==> config.mk <==
export PLATFORM = sky130hd
export DESIGN_NAME = cpu_sequencer_flat
export DESIGN_NICKNAME = d
export VERILOG_FILES = /design/src/rtl/cpu_sequencer_if.sv /design/src/rtl/cpu_sequencer.sv /design/src/flat_wrapper.sv
export SDC_FILE = /design/constraint.sdc
export NUM_CORES = 1
export LEC_CHECK = 0
export BUFFER_PORTS_ARGS = -buffer_cell sky130_fd_sc_hd__buf_2
export CAP_MARGIN = 5
export CELL_PAD_IN_SITES_DETAIL_PLACEMENT = 1
export CELL_PAD_IN_SITES_GLOBAL_PLACEMENT = 2
export CORE_UTILIZATION = 34
export CTS_BUF_LIST = sky130_fd_sc_hd__clkbuf_4 sky130_fd_sc_hd__clkbuf_8 sky130_fd_sc_hd__clkbuf_16
export DETAILED_ROUTE_END_ITERATION = 6
export GPL_TIMING_DRIVEN = 0
export PLACE_DENSITY_LB_ADDON = 0.1
export SLEW_MARGIN = 20
export SYNTH_ARGS = -nofsm -noshare
export SYNTH_HDL_FRONTEND = slang
export SYNTH_SLANG_ARGS = --single-unit
==> constraint.sdc <==
create_clock -name clk -period 1.8 [get_ports clk]
set_clock_uncertainty 0.15 [all_clocks]
set_input_delay 0.27 -clock clk [delete_from_list [all_inputs] [get_ports clk]]
set_output_delay 0.27 -clock clk [all_outputs]
set_load 0.01 [all_outputs]
==> src/rtl/cpu_sequencer_if.sv <==
// Fetch and ALU bundle between the 4-bit CPU sequencer and its neighbours.
// The master side is the sequencer; the slave side is memory plus the ALU.
interface cpu_sequencer_if #(
    parameter int ADDR_W = 8
);
    logic [ADDR_W-1:0] mem_addr;
    logic              mem_req;
    logic              mem_ack;
    logic [7:0]        mem_rdata;
    logic [3:0]        alu_op;
    logic [3:0]        alu_rx;
    logic [3:0]        alu_ry;
    logic [3:0]        alu_out;
    logic              alu_z;
    logic              alu_n;

    modport master (
        output mem_addr, mem_req,
        output alu_op, alu_rx, alu_ry,
        input  mem_ack, mem_rdata,
        input  alu_out, alu_z, alu_n
    );

    modport slave (
        input  mem_addr, mem_req,
        input  alu_op, alu_rx, alu_ry,
        output mem_ack, mem_rdata,
        output alu_out, alu_z, alu_n
    );
endinterface

==> src/rtl/cpu_sequencer.sv <==
// Control unit for the 4-bit CPU: fetch, decode, ALU issue, writeback.
// Owns the PC, instruction register, 4x4 register file and Z/N flags.
module cpu_sequencer #(
    parameter int ADDR_W = 8
) (
    input  logic             clk,
    input  logic             rst_n,
    cpu_sequencer_if.master  bus,
    output logic             flag_z,
    output logic             flag_n,
    output logic             halted,
    input  logic [1:0]       dbg_sel,
    output logic [3:0]       dbg_data
);

    typedef enum logic [2:0] {
        S_BOOT,
        S_FETCH,
        S_DECODE,
        S_EXEC,
        S_WB,
        S_FETCH2,
        S_HALT
    } state_t;

    state_t            state;
    state_t            nxt;
    logic [ADDR_W-1:0] pc;
    logic [7:0]        ir;
    logic [3:0]        regs [4];
    logic [3:0]        alu_op_q;
    logic [3:0]        alu_rx_q;
    logic [3:0]        alu_ry_q;

    logic [3:0] opc;
    logic [1:0] rx_i;
    logic [1:0] ry_i;
    logic       is_alu;
    logic       is_ldi;
    logic       is_jz;
    logic       is_jn;
    logic       is_two;
    logic       is_halt;

    assign opc     = ir[7:4];
    assign rx_i    = ir[3:2];
    assign ry_i    = ir[1:0];
    assign is_alu  = (opc >= 4'd1) && (opc <= 4'd8);
    assign is_ldi  = (opc == 4'd9);
    assign is_jz   = (opc == 4'd10);
    assign is_jn   = (opc == 4'd11);
    assign is_two  = is_ldi || is_jz || is_jn;
    assign is_halt = (opc == 4'd15);

    // Request is a pure decode of state so reset drops it immediately.
    assign bus.mem_req  = (state == S_FETCH) || (state == S_FETCH2);
    assign bus.mem_addr = pc;
    assign bus.alu_op   = alu_op_q;
    assign bus.alu_rx   = alu_rx_q;
    assign bus.alu_ry   = alu_ry_q;
    assign halted       = (state == S_HALT);
    assign dbg_data     = regs[dbg_sel];

    // State register.
    always_ff @(posedge clk or negedge rst_n) begin
        if (!rst_n) state <= S_BOOT;
        else        state <= nxt;
    end

    // Next-state decode; fetch states hold until the memory acks.
    always_comb begin
        nxt = state;
        unique case (state)
            S_BOOT:   nxt = S_FETCH;
            S_FETCH:  if (bus.mem_ack) nxt = S_DECODE;
            S_DECODE: begin
                unique case (1'b1)
                    is_alu:  nxt = S_EXEC;
                    is_two:  nxt = S_FETCH2;
                    is_halt: nxt = S_HALT;
                    default: nxt = S_FETCH;
                endcase
            end
            S_EXEC:   nxt = S_WB;
            S_WB:     nxt = S_FETCH;
            S_FETCH2: if (bus.mem_ack) nxt = S_FETCH;
            S_HALT:   nxt = S_HALT;
            default:  nxt = S_BOOT;
        endcase
    end

    // Datapath: PC/IR on fetch acks, ALU issue, writeback, operand use.
    always_ff @(posedge clk or negedge rst_n) begin
        if (!rst_n) begin
            pc       <= '0;
            ir       <= '0;
            flag_z   <= 1'b0;
            flag_n   <= 1'b0;
            alu_op_q <= '0;
            alu_rx_q <= '0;
            alu_ry_q <= '0;
            for (int i = 0; i < 4; i++) regs[i] <= '0;
        end else begin
            unique case (state)
                S_FETCH: begin
                    if (bus.mem_ack) begin
                        ir <= bus.mem_rdata;
                        pc <= pc + ADDR_W'(1);
                    end
                end
                S_DECODE: begin
                    if (is_alu) begin
                        alu_op_q <= opc;
                        alu_rx_q <= regs[rx_i];
                        alu_ry_q <= regs[ry_i];
                    end
                end
                S_WB: begin
                    regs[rx_i] <= bus.alu_out;
                    flag_z     <= bus.alu_z;
                    flag_n     <= bus.alu_n;
                end
                S_FETCH2: begin
                    if (bus.mem_ack) begin
                        if ((is_jz && flag_z) || (is_jn && flag_n))
                            pc <= ADDR_W'(bus.mem_rdata);
                        else
                            pc <= pc + ADDR_W'(1);
                        if (is_ldi) regs[rx_i] <= bus.mem_rdata[3:0];
                    end
                end
                default: ;
            endcase
        end
    end

endmodule

==> src/flat_wrapper.sv <==
// flat-port wrapper written by rule: the top's interface ports become plain ports
module cpu_sequencer_flat 
#(
    parameter int ADDR_W = 8
)
  (clk, rst_n, flag_z, flag_n, halted, dbg_sel, dbg_data, bus_mem_addr, bus_mem_req, bus_alu_op, bus_alu_rx, bus_alu_ry, bus_mem_ack, bus_mem_rdata, bus_alu_out, bus_alu_z, bus_alu_n);
  cpu_sequencer_if #(.ADDR_W(ADDR_W)) bus_i ();
  input  logic clk;
  input  logic rst_n;
  output logic flag_z;
  output logic flag_n;
  output logic halted;
  input  logic [1:0] dbg_sel;
  output logic [3:0] dbg_data;
  output wire logic [$bits(bus_i.mem_addr)-1:0] bus_mem_addr;
  output wire logic [$bits(bus_i.mem_req)-1:0] bus_mem_req;
  output wire logic [$bits(bus_i.alu_op)-1:0] bus_alu_op;
  output wire logic [$bits(bus_i.alu_rx)-1:0] bus_alu_rx;
  output wire logic [$bits(bus_i.alu_ry)-1:0] bus_alu_ry;
  input wire logic [$bits(bus_i.mem_ack)-1:0] bus_mem_ack;
  input wire logic [$bits(bus_i.mem_rdata)-1:0] bus_mem_rdata;
  input wire logic [$bits(bus_i.alu_out)-1:0] bus_alu_out;
  input wire logic [$bits(bus_i.alu_z)-1:0] bus_alu_z;
  input wire logic [$bits(bus_i.alu_n)-1:0] bus_alu_n;
  assign bus_mem_addr = bus_i.mem_addr;
  assign bus_mem_req = bus_i.mem_req;
  assign bus_alu_op = bus_i.alu_op;
  assign bus_alu_rx = bus_i.alu_rx;
  assign bus_alu_ry = bus_i.alu_ry;
  assign bus_i.mem_ack = bus_mem_ack;
  assign bus_i.mem_rdata = bus_mem_rdata;
  assign bus_i.alu_out = bus_alu_out;
  assign bus_i.alu_z = bus_alu_z;
  assign bus_i.alu_n = bus_alu_n;
  cpu_sequencer #(.ADDR_W(ADDR_W)) u_core (.clk(clk), .rst_n(rst_n), .bus(bus_i), .flag_z(flag_z), .flag_n(flag_n), .halted(halted), .dbg_sel(dbg_sel), .dbg_data(dbg_data));
endmodule
==> flow_metrics.env, run 1 <==
export IMPL_clock_sinks=49
export IMPL_grt_usage_pct=17.6
export IMPL_nets=319
export IMPL_worst_slack_ns=-0.128
export IMPL_clk_pin_slew_ns=0.10
export IMPL_cts_buffer_depth=2
export IMPL_yosysTopAreaCellShare_pct=45.9
export IMPL_hold_path_depth=2
export IMPL_power_switching_mw=2.24
export IMPL_yosys_top_cells_area="dfrtp_1 (46%), mux2_2 (16%), mux4_2 (10%)"
export IMPL_setup_viol=20
export IMPL_slew_headroom_pct=56.1
export IMPL_ys_ff_latch=49
export IMPL_yosysWarnings=0
export IMPL_start_kind="register"
export IMPL_viasPerCell=5.12
export IMPL_die_w_um=90.6
export IMPL_start_util_pct=36.0
export IMPL_wirelength_um=7140
export IMPL_max_freq_mhz=519
export IMPL_p_sw_share_pct=37.6
export IMPL_grt_overflow_total=0
export IMPL_drive_gt1_share_pct=59.3
export IMPL_power_density_nw_per_um2=1630
export IMPL_r2r_end="u_core.regs[12]"
export IMPL_finalCriticalPeriod_ns=1.93
export IMPL_grt_max_degree=50
export IMPL_avgSynthCellArea_um2=13.1
export IMPL_place_ws_ns=-0.333
export IMPL_drtAntennaViolNets=0
export IMPL_die_area_um2=8210
export IMPL_slew_violations=0
export IMPL_crit_required_ns=1.84
export IMPL_rsz0062_at_grt="yes"
export IMPL_p_seq_share_pct=33.7
export IMPL_hold_path_class="input port to register"
export IMPL_stdcell_area_um2=3660
export IMPL_synth_fp_nets=224
export IMPL_syn_instance_count=204
export IMPL_path_class="register to register"
export IMPL_cts_max_level=2
export IMPL_multi_input_area_um2=1470
export IMPL_status="finished with violations"
export IMPL_port_buffers=46
export IMPL_whs_endpoint="u_core.flag_z"
export IMPL_cts_root_buffer="clkbuf_8"
export IMPL_synth_seq_area_share_pct=45.9
export IMPL_ys_dominant_reg_cell="dfrtp_1"
export IMPL_synth_largest_area_cell="dfrtp_1"
export IMPL_synth_edf_count=0
export IMPL_r2r_start="u_core.ir[4]"
export IMPL_cp_end_kind="register"
export IMPL_period_share_pct=107
export IMPL_grt_pass1_vias=2005
export IMPL_coreArea_um2=7410
export IMPL_hp_start="bus_alu_z"
export IMPL_arrival_ns=1.97
export IMPL_cts_buffers=5
export IMPL_drc=0
export IMPL_cts_tree="yes"
export IMPL_netlist_area_um2=2670
export IMPL_drt_pass1_iter_count=4
export IMPL_worst_pin_slew_ns=0.658
export IMPL_hold_viol_final=0
export IMPL_synthDistinctLibCells=47
export IMPL_violations="setup timing"
export IMPL_cellLeakagePower_nw=1.72
export IMPL_cap_violations=0
export IMPL_antenna_cells=0
export IMPL_crit_fanout=8
export IMPL_vias=2042
export IMPL_dieHeight_um=90.6
export IMPL_async_reset_ff_share_pct=100
export IMPL_power_internal_mw=3.71
export IMPL_final_fill_count=786
export IMPL_ff2ff_setup_slack_ns=-0.13
export IMPL_synth_commonest_cells="dfrtp_1 (49), mux2_2 (38), mux4_2 (12), nand2_1 (12), o21ai_0 (9)"
export IMPL_drtIter0Drc=82
export IMPL_gp_congestion=0.712
export IMPL_synthToLayoutAreaGrowth_pct=36.9
export IMPL_pwr_share_clk_pct=11.5
export IMPL_wl_per_cell_um=17.9
export IMPL_clk_latency_ns=0.30
export IMPL_regArea_um2=1230
export IMPL_r2r_cells=6
export IMPL_io_pins=47
export IMPL_grt_antenna_before_repair=0
export IMPL_synth_most_common_cell="dfrtp_1"
export IMPL_hpwlAfterDp_um=4640
export IMPL_dpl_instance_area_um2=3040
export IMPL_grt_pass1_wl_um=11300
export IMPL_row_count=31
export IMPL_p_comb_share_pct=54.8
export IMPL_ir_worst_vdd_mv=0.571
[cell usage in the layout (no fill, tap or decap), drive strengths merged, types with 3 or more instances in the layout]
| cell type | Yosys | layout |
|---|---|---|
| mux4 | 12 | 12 |
| nand2 | 12 | 12 |
| nand3 | 6 | 6 |
| nor2 | 6 | 6 |
| mux2i | 6 | 6 |
| mux2 | 38 | 38 |
| clkbuf | 1 | 8 |
| nand2b | 3 | 3 |
| dfrtp | 49 | 49 |
| nor3 | 3 | 3 |
| inv | 9 | 9 |
| o21ai | 9 | 9 |
| buf | 9 | 95 |
| a21oi | 8 | 8 |
| a2bb2oi | 3 | 3 |
[cell type report]
class	count	area share (%)
multi-input combinational	136	40.1
clock buffer	6	2.09
inverter	9	0.992
clock inverter	2	0.411
buffer	10	2.77
timing repair buffer	88	16.6
tap	99	3.39
sequential	49	33.6
[layer usage]
layer  up-vias  GRT usage (%)  wire length (um)
met4         0           3.23                54
met5         -              0                 0
met3         4           3.28               179
met1      1043           26.1              3610
met2        39           26.9              3300
li1        956              -                 -
[how the worst max path moves through the flow]
stage                     from                     end  slack [ns]  cells after the start
4_1_cts           u_core.ir[6]         u_core.regs[10]       -0.17                      5
3_5_place_dp   u_core.state[1]  u_core.bus.mem_addr[2]       -0.33                      4
6_report          u_core.ir[4]         u_core.regs[12]       -0.13                      6
2_1_floorplan     u_core.ir[6]          u_core.regs[4]       -0.05                      4
5_1_grt           u_core.ir[4]         u_core.regs[15]       -0.19                      6
3_3_place_gp   u_core.state[1]  u_core.bus.mem_addr[4]       -0.31                      4
[sequential cells by signal (all words and copies together) (netlist names)]
register and count:
u_core.flag_n 1, u_core.flag_z 1, u_core.bus.alu_rx 4, u_core.bus.alu_op 4, u_core.bus.mem_addr 8, u_core.bus.alu_ry 4
u_core.state 3, u_core.regs 16, u_core.ir 8
[power by group through the flow]
stage | clock network (mW) | registers, mW | logic [mW]
CTS | 0.703 | 2.03 | 2.74
global route | 0.758 | 2.09 | 3.51
finish | 0.684 | 2.00 | 3.26
detailed placement | 0 | 2.05 | 2.45
global placement | 0 | 2.02 | 2.40
floorplan | 0 | 2.02 | 1.71
[metrics by stage]
stage / hold WS (ns) / cells / TNS [ns] / utilization (%) / power [mW]
2_1_floorplan: -0.176 / 204 / -0.558 / - / 3.72
3_3_place_gp: 0.333 / 349 / -5.51 / 41.0 / 4.43
3_5_place_dp: 0.194 / 349 / -5.94 / 41.0 / 4.50
4_1_cts: 0.0468 / 369 / -2.33 / 45.3 / 5.48
5_1_grt: 0.0515 / 399 / -3.81 / 49.3 / 6.35
6_report: 0.0537 / 399 / -1.48 / 49.3 / 5.95
[critical path: stages (launching register included)]
cell     delay (ns)
dfrtp_1        0.35
buf_6          0.14
inv_4          0.04
o31a_4         0.38
nor4_4         0.28
buf_4          0.19
mux2_4         0.29
[cells by family after synthesis]
kind of cell             synth area share, %
AO/OA/AOI/OAI                           8.48
XOR/XNOR                               0.328
adder cells (fa/ha/maj)                0.843
buffers and inverters                   4.31
flip-flops                              45.9
multiplexers                            28.4
AND/OR/NAND/NOR                         11.7
[what timing repair did]
action	4_1_cts	5_1_grt
hold buffers	1	0
buffers inserted	10	29
hold endpoints to repair	49	0
gates cloned	1	1
pin swaps	5	9
endpoints found under the setup margin	35	40
gates resized for setup	30	20
Power figures use the tool's default switching activity.
==> inputs of run 2 (changes only) <==
==> constraint.sdc (replaced) <==
create_clock -name clk -period 1.8 [get_ports clk]
set_clock_uncertainty 0.15 [all_clocks]
set_input_delay 0 -clock clk [delete_from_list [all_inputs] [get_ports clk]]
set_output_delay 0 -clock clk [all_outputs]
set_load 0.01 [all_outputs]
==> flow_metrics.env, run 2 (synthesis gave the netlist of run 1 again) <==
export IMPL_place_ws_ns=-0.333
export IMPL_cts_tree="yes"
export IMPL_wirelength_um=7000
export IMPL_max_freq_mhz=524
export IMPL_hpwlAfterDp_um=4640
export IMPL_cts_buffer_depth=2
export IMPL_hold_path_class="input port to register"
export IMPL_path_class="register to register"
export IMPL_port_buffers=46
export IMPL_final_cell_mix="dfrtp_1 (46), buf_2 (45), mux2_2 (22)"
export IMPL_path_delay_family="flip-flops"
export IMPL_die_w_um=90.6
export IMPL_fin_total_pwr_mw=5.76
export IMPL_worst_pin_slew_ns=0.656
export IMPL_grt_antenna_before_repair=0
export IMPL_clk_pin_slew_ns=0.10
export IMPL_worst_slack_ns=-0.108
export IMPL_drive_gt1_share_pct=55.0
export IMPL_grt_pass1_wl_um=11500
export IMPL_gp_congestion=0.712
export IMPL_wl_per_cell_um=17.6
export IMPL_drtAntennaViolNets=0
export IMPL_synthToLayoutAreaGrowth_pct=37.3
export IMPL_grt_pass1_vias=2063
export IMPL_drtIter0Drc=56
export IMPL_vias=2035
export IMPL_rsz0062_at_grt="yes"
export IMPL_nets=317
export IMPL_cp_slowest_cell="dfrtp_2"
export IMPL_cts_buffers=5
export IMPL_clock_sinks=49
export IMPL_viasPerCell=5.13
export IMPL_antenna_cells=0
export IMPL_io_pins=47
export IMPL_drc=0
export IMPL_coreArea_um2=7410
export IMPL_violations="setup timing"
export IMPL_path_buf_inv=1
export IMPL_cp_slowest_stage_delay_ns=0.44
export IMPL_registers_top_by_ff_count="u_core.regs"
export IMPL_row_count=31
export IMPL_cts_max_level=2
export IMPL_hold_viol_final=0
export IMPL_power_density_nw_per_um2=1570
export IMPL_arrival_ns=1.95
export IMPL_finalCriticalPeriod_ns=1.91
export IMPL_cp_end_kind="register"
export IMPL_drt_pass1_iter_count=4
export IMPL_ir_worst_vdd_mv=0.495
export IMPL_clk_latency_ns=0.30
export IMPL_cap_violations=0
export IMPL_grt_usage_pct=17.9
export IMPL_crit_required_ns=1.85
export IMPL_setup_viol=24
export IMPL_dieHeight_um=90.6
export IMPL_crit_fanout=4
export IMPL_die_area_um2=8210
export IMPL_grt_max_degree=50
export IMPL_path_cells="nand2b_4, o31a_4, nor4b_4, buf_6, mux2_4"
export IMPL_slew_violations=0
export IMPL_status="finished with violations"
export IMPL_final_common_cell="dfrtp_1"
export IMPL_largest_register_ffs=16
export IMPL_start_kind="register"
export IMPL_slew_headroom_pct=56.3
export IMPL_start_util_pct=36.0
export IMPL_grt_overflow_total=0
export IMPL_period_share_pct=106
export IMPL_cts_root_buffer="clkbuf_8"
export IMPL_cellLeakagePower_nw=1.69
==> run 2: path summary, 6_finish.rpt <==
kind	startpoint	end	slack (ns)	cells after the start
worst min-delay path	bus_alu_out[1]	u_core.regs[13]	0.02	3
worst max-delay path	u_core.ir[6]	u_core.regs[5]	-0.11	5
max in group asynchronous	rst_n	u_core.ir[6]	0.94	2
worst max register to register	u_core.ir[6]	u_core.regs[5]	-0.11	5
min in group asynchronous	rst_n	u_core.regs[15]	0.10	2
worst min register to register	u_core.bus.alu_op[0]	u_core.bus.alu_op[0]	0.36	1
==> run 2: where the power goes <==
group	internal, mW	total, mW	switching (mW)
registers	1.57	2.04	0.470
logic	1.70	3.04	1.34
clock network	0.290	0.682	0.392
total	3.56	5.76	2.20
==> run 2: final cells by class <==
type | instances | area (um^2)
fillers | 791 | 3740
multi-input cells | 136 | 1470
flip-flops and latches | 49 | 1230
repair buffers | 86 | 614
well taps | 99 | 124
plain buffers | 10 | 101
clock buffers | 6 | 76.3
inverters | 9 | 36.3
clock inverters | 2 | 15.0
==> run 2: layer usage <==
layer	global-route usage (%)	wire (um)	vias up
met5	0	0	-
met4	3.23	64	0
met3	3.28	183	5
met2	27.5	3280	37
met1	26.3	3470	1039
li1	-	-	954
==> run 2: through the flow <==
step	setup TNS (ns)	hold WS (ns)	cells	instance area (um^2)	util [%]
2_1_floorplan	-0.558	-0.446	204	2680	-
3_3_place_gp	-5.51	0.0864	349	3040	41.0
3_5_place_dp	-5.94	-0.0756	349	3040	41.0
4_1_cts	-2.33	0.00358	382	3490	47.1
5_1_grt	-3.53	0.0202	397	3670	49.5
6_report	-1.39	0.0229	397	3670	49.5
==> run 2: repair_timing <==
| action | in CTS | in global routing |
|---|---|---|
| hold buffers | 14 | 0 |
| endpoints found under the hold margin | 77 | 0 |
| gates cloned | 1 | 1 |
| pin swaps | 5 | 9 |
| endpoints found under the setup margin | 35 | 35 |
| buffers inserted | 10 | 14 |
| gates resized for setup | 30 | 19 |
==> run 2: worst min-delay path: stages <==
cell and delay [ns]:
buf_2 0.07, mux2_2 0.22, mux2_4 0.16
==> inputs of run 3 (changes only) <==
Settings changed: CORE_UTILIZATION 34 to 35, CTS_BUF_LIST sky130_fd_sc_hd__clkbuf_4 sky130_fd_sc_hd__clkbuf_8 sky130_fd_sc_hd__clkbuf_16 to sky130_fd_sc_hd__clkbuf_2 sky130_fd_sc_hd__clkbuf_4 sky130_fd_sc_hd__clkbuf_8.
==> flow_metrics.env, run 3 (synthesis gave the netlist of run 1 again) <==
export IMPL_drtIter0Drc=56
export IMPL_cap_violations=0
export IMPL_clk_latency_ns=0.30
export IMPL_grt_pass1_wl_um=10700
export IMPL_grt_antenna_before_repair=0
export IMPL_drc=0
export IMPL_slew_violations=0
export IMPL_die_area_um2=7980
export IMPL_coreArea_um2=7330
export IMPL_drive_gt1_share_pct=55.2
export IMPL_status="finished with violations"
export IMPL_gp_congestion=0.765
export IMPL_fin_setup_tns_ns=-1.72
export IMPL_rsz0062_at_grt="yes"
export IMPL_viasPerCell=5.13
export IMPL_drtAntennaViolNets=0
export IMPL_die_w_um=89.3
export IMPL_setup_viol=31
export IMPL_stdcell_area_um2=3700
export IMPL_cts_max_level=2
export IMPL_cts_root_buffer="clkbuf_8"
export IMPL_cp_end_kind="register"
export IMPL_grt_overflow_total=0
export IMPL_crit_required_ns=1.84
export IMPL_cts_tree="yes"
export IMPL_period_share_pct=107
export IMPL_clk_pin_slew_ns=0.09
export IMPL_start_kind="register"
export IMPL_slew_headroom_pct=57.3
export IMPL_antenna_cells=0
export IMPL_final_fill_count=766
export IMPL_io_pins=47
export IMPL_arrival_ns=1.96
export IMPL_dpl_instance_area_um2=3040
export IMPL_wirelength_um=6840
export IMPL_row_count=31
export IMPL_hold_path_depth=4
export IMPL_whs_endpoint="u_core.state[2]"
export IMPL_final_cell_mix="dfrtp_1 (46), buf_2 (45), mux2_2 (22)"
export IMPL_grt_pass1_vias=2009
export IMPL_worst_pin_slew_ns=0.640
export IMPL_dieHeight_um=89.3
export IMPL_crit_fanout=4
export IMPL_ff2ff_setup_slack_ns=-0.12
export IMPL_start_util_pct=36.4
export IMPL_synthToLayoutAreaGrowth_pct=38.4
export IMPL_largest_register_ffs=16
export IMPL_port_buffers=46
export IMPL_registers_top_by_ff_count="u_core.regs"
export IMPL_path_class="register to register"
export IMPL_grt_max_degree=50
export IMPL_max_freq_mhz=520
export IMPL_r2r_cells=6
export IMPL_r2r_end="u_core.regs[5]"
export IMPL_drt_pass1_iter_count=4
export IMPL_cellLeakagePower_nw=1.70
export IMPL_clock_sinks=49
export IMPL_nets=317
export IMPL_violations="setup timing"
export IMPL_hpwlAfterDp_um=4580
export IMPL_wl_per_cell_um=17.3
export IMPL_cts_buffers=5
export IMPL_worst_slack_ns=-0.122
export IMPL_grt_usage_pct=18.3
export IMPL_hp_start="bus_mem_ack"
export IMPL_cts_buffer_depth=2
export IMPL_r2r_start="u_core.ir[4]"
export IMPL_finalCriticalPeriod_ns=1.92
export IMPL_ir_worst_vdd_mv=0.524
export IMPL_hold_viol_final=0
export IMPL_final_common_cell="dfrtp_1"
export IMPL_hold_path_class="input port to register"
export IMPL_power_density_nw_per_um2=1550
export IMPL_vias=2030
-- run 3: worst max-delay path, stage by stage (launching register included) --
cell and delay, ns:
dfrtp_1 0.36, buf_6 0.13, inv_2 0.05, o31a_4 0.38
nor4b_4 0.29, buf_4 0.17, mux2_4 0.30
-- run 3: per-stage QoR --
step           total power [mW]  setup WS [ns]  hold slack, ns  std cells  util (%)
2_1_floorplan              3.72        -0.0544          -0.446        204         -
3_3_place_gp               4.42         -0.397          0.0868        349      41.4
3_5_place_dp               4.47         -0.530         -0.0776        349      41.4
4_1_cts                    5.45         -0.146        0.000170        384      47.9
5_1_grt                    6.12         -0.181          0.0208        396      50.4
6_report                   5.74         -0.122          0.0147        396      50.4
-- run 3: power by group --
part / switching, mW / internal (mW) / total, mW
logic: 1.33 / 1.72 / 3.05
registers: 0.440 / 1.57 / 2.01
clock network: 0.370 / 0.305 / 0.675
-- run 3: layout make-up --
class / count / area, um^2 / area share [%]
Buffer: 10 / 109 / 2.95
Timing Repair Buffer: 86 / 623 / 16.9
Multi-Input combinational cell: 136 / 1490 / 40.2
Inverter: 9 / 33.8 / 0.914
Tap cell: 99 / 124 / 3.35
Sequential cell: 49 / 1230 / 33.3
Clock inverter: 1 / 7.51 / 0.203
Clock buffer: 6 / 82.6 / 2.23
-- run 3: metal layers --
metal / part of all wire, % / GRT usage, % / vias up
met5: 0 / 0 / -
met2: 49 / 30.0 / 42
met1: 47 / 24.6 / 1037
met3: 3.0 / 3.51 / 8
met4: 1.1 / 5.92 / 0
li1: - / - / 943
-- run 3: worst max-delay path by stage --
stage                    startpoint                endpoint  slack (ns)  cells past startpoint
floorplan              u_core.ir[6]          u_core.regs[4]       -0.05                      4
global placement    u_core.state[1]  u_core.bus.mem_addr[4]       -0.40                      4
detailed placement  u_core.state[1]  u_core.bus.mem_addr[4]       -0.53                      4
CTS                    u_core.ir[6]          u_core.regs[5]       -0.15                      5
global route           u_core.ir[5]          u_core.regs[9]       -0.18                      5
finish                 u_core.ir[4]          u_core.regs[5]       -0.12                      6
-- run 3: what timing repair did --
item | CTS | global route
gates cloned | 1 | 1
hold buffers | 14 | 0
resized for setup | 31 | 20
hold endpoints to repair | 78 | 0
endpoints found under the setup margin | 39 | 38
pin swaps | 5 | 15
setup buffers | 13 | 11
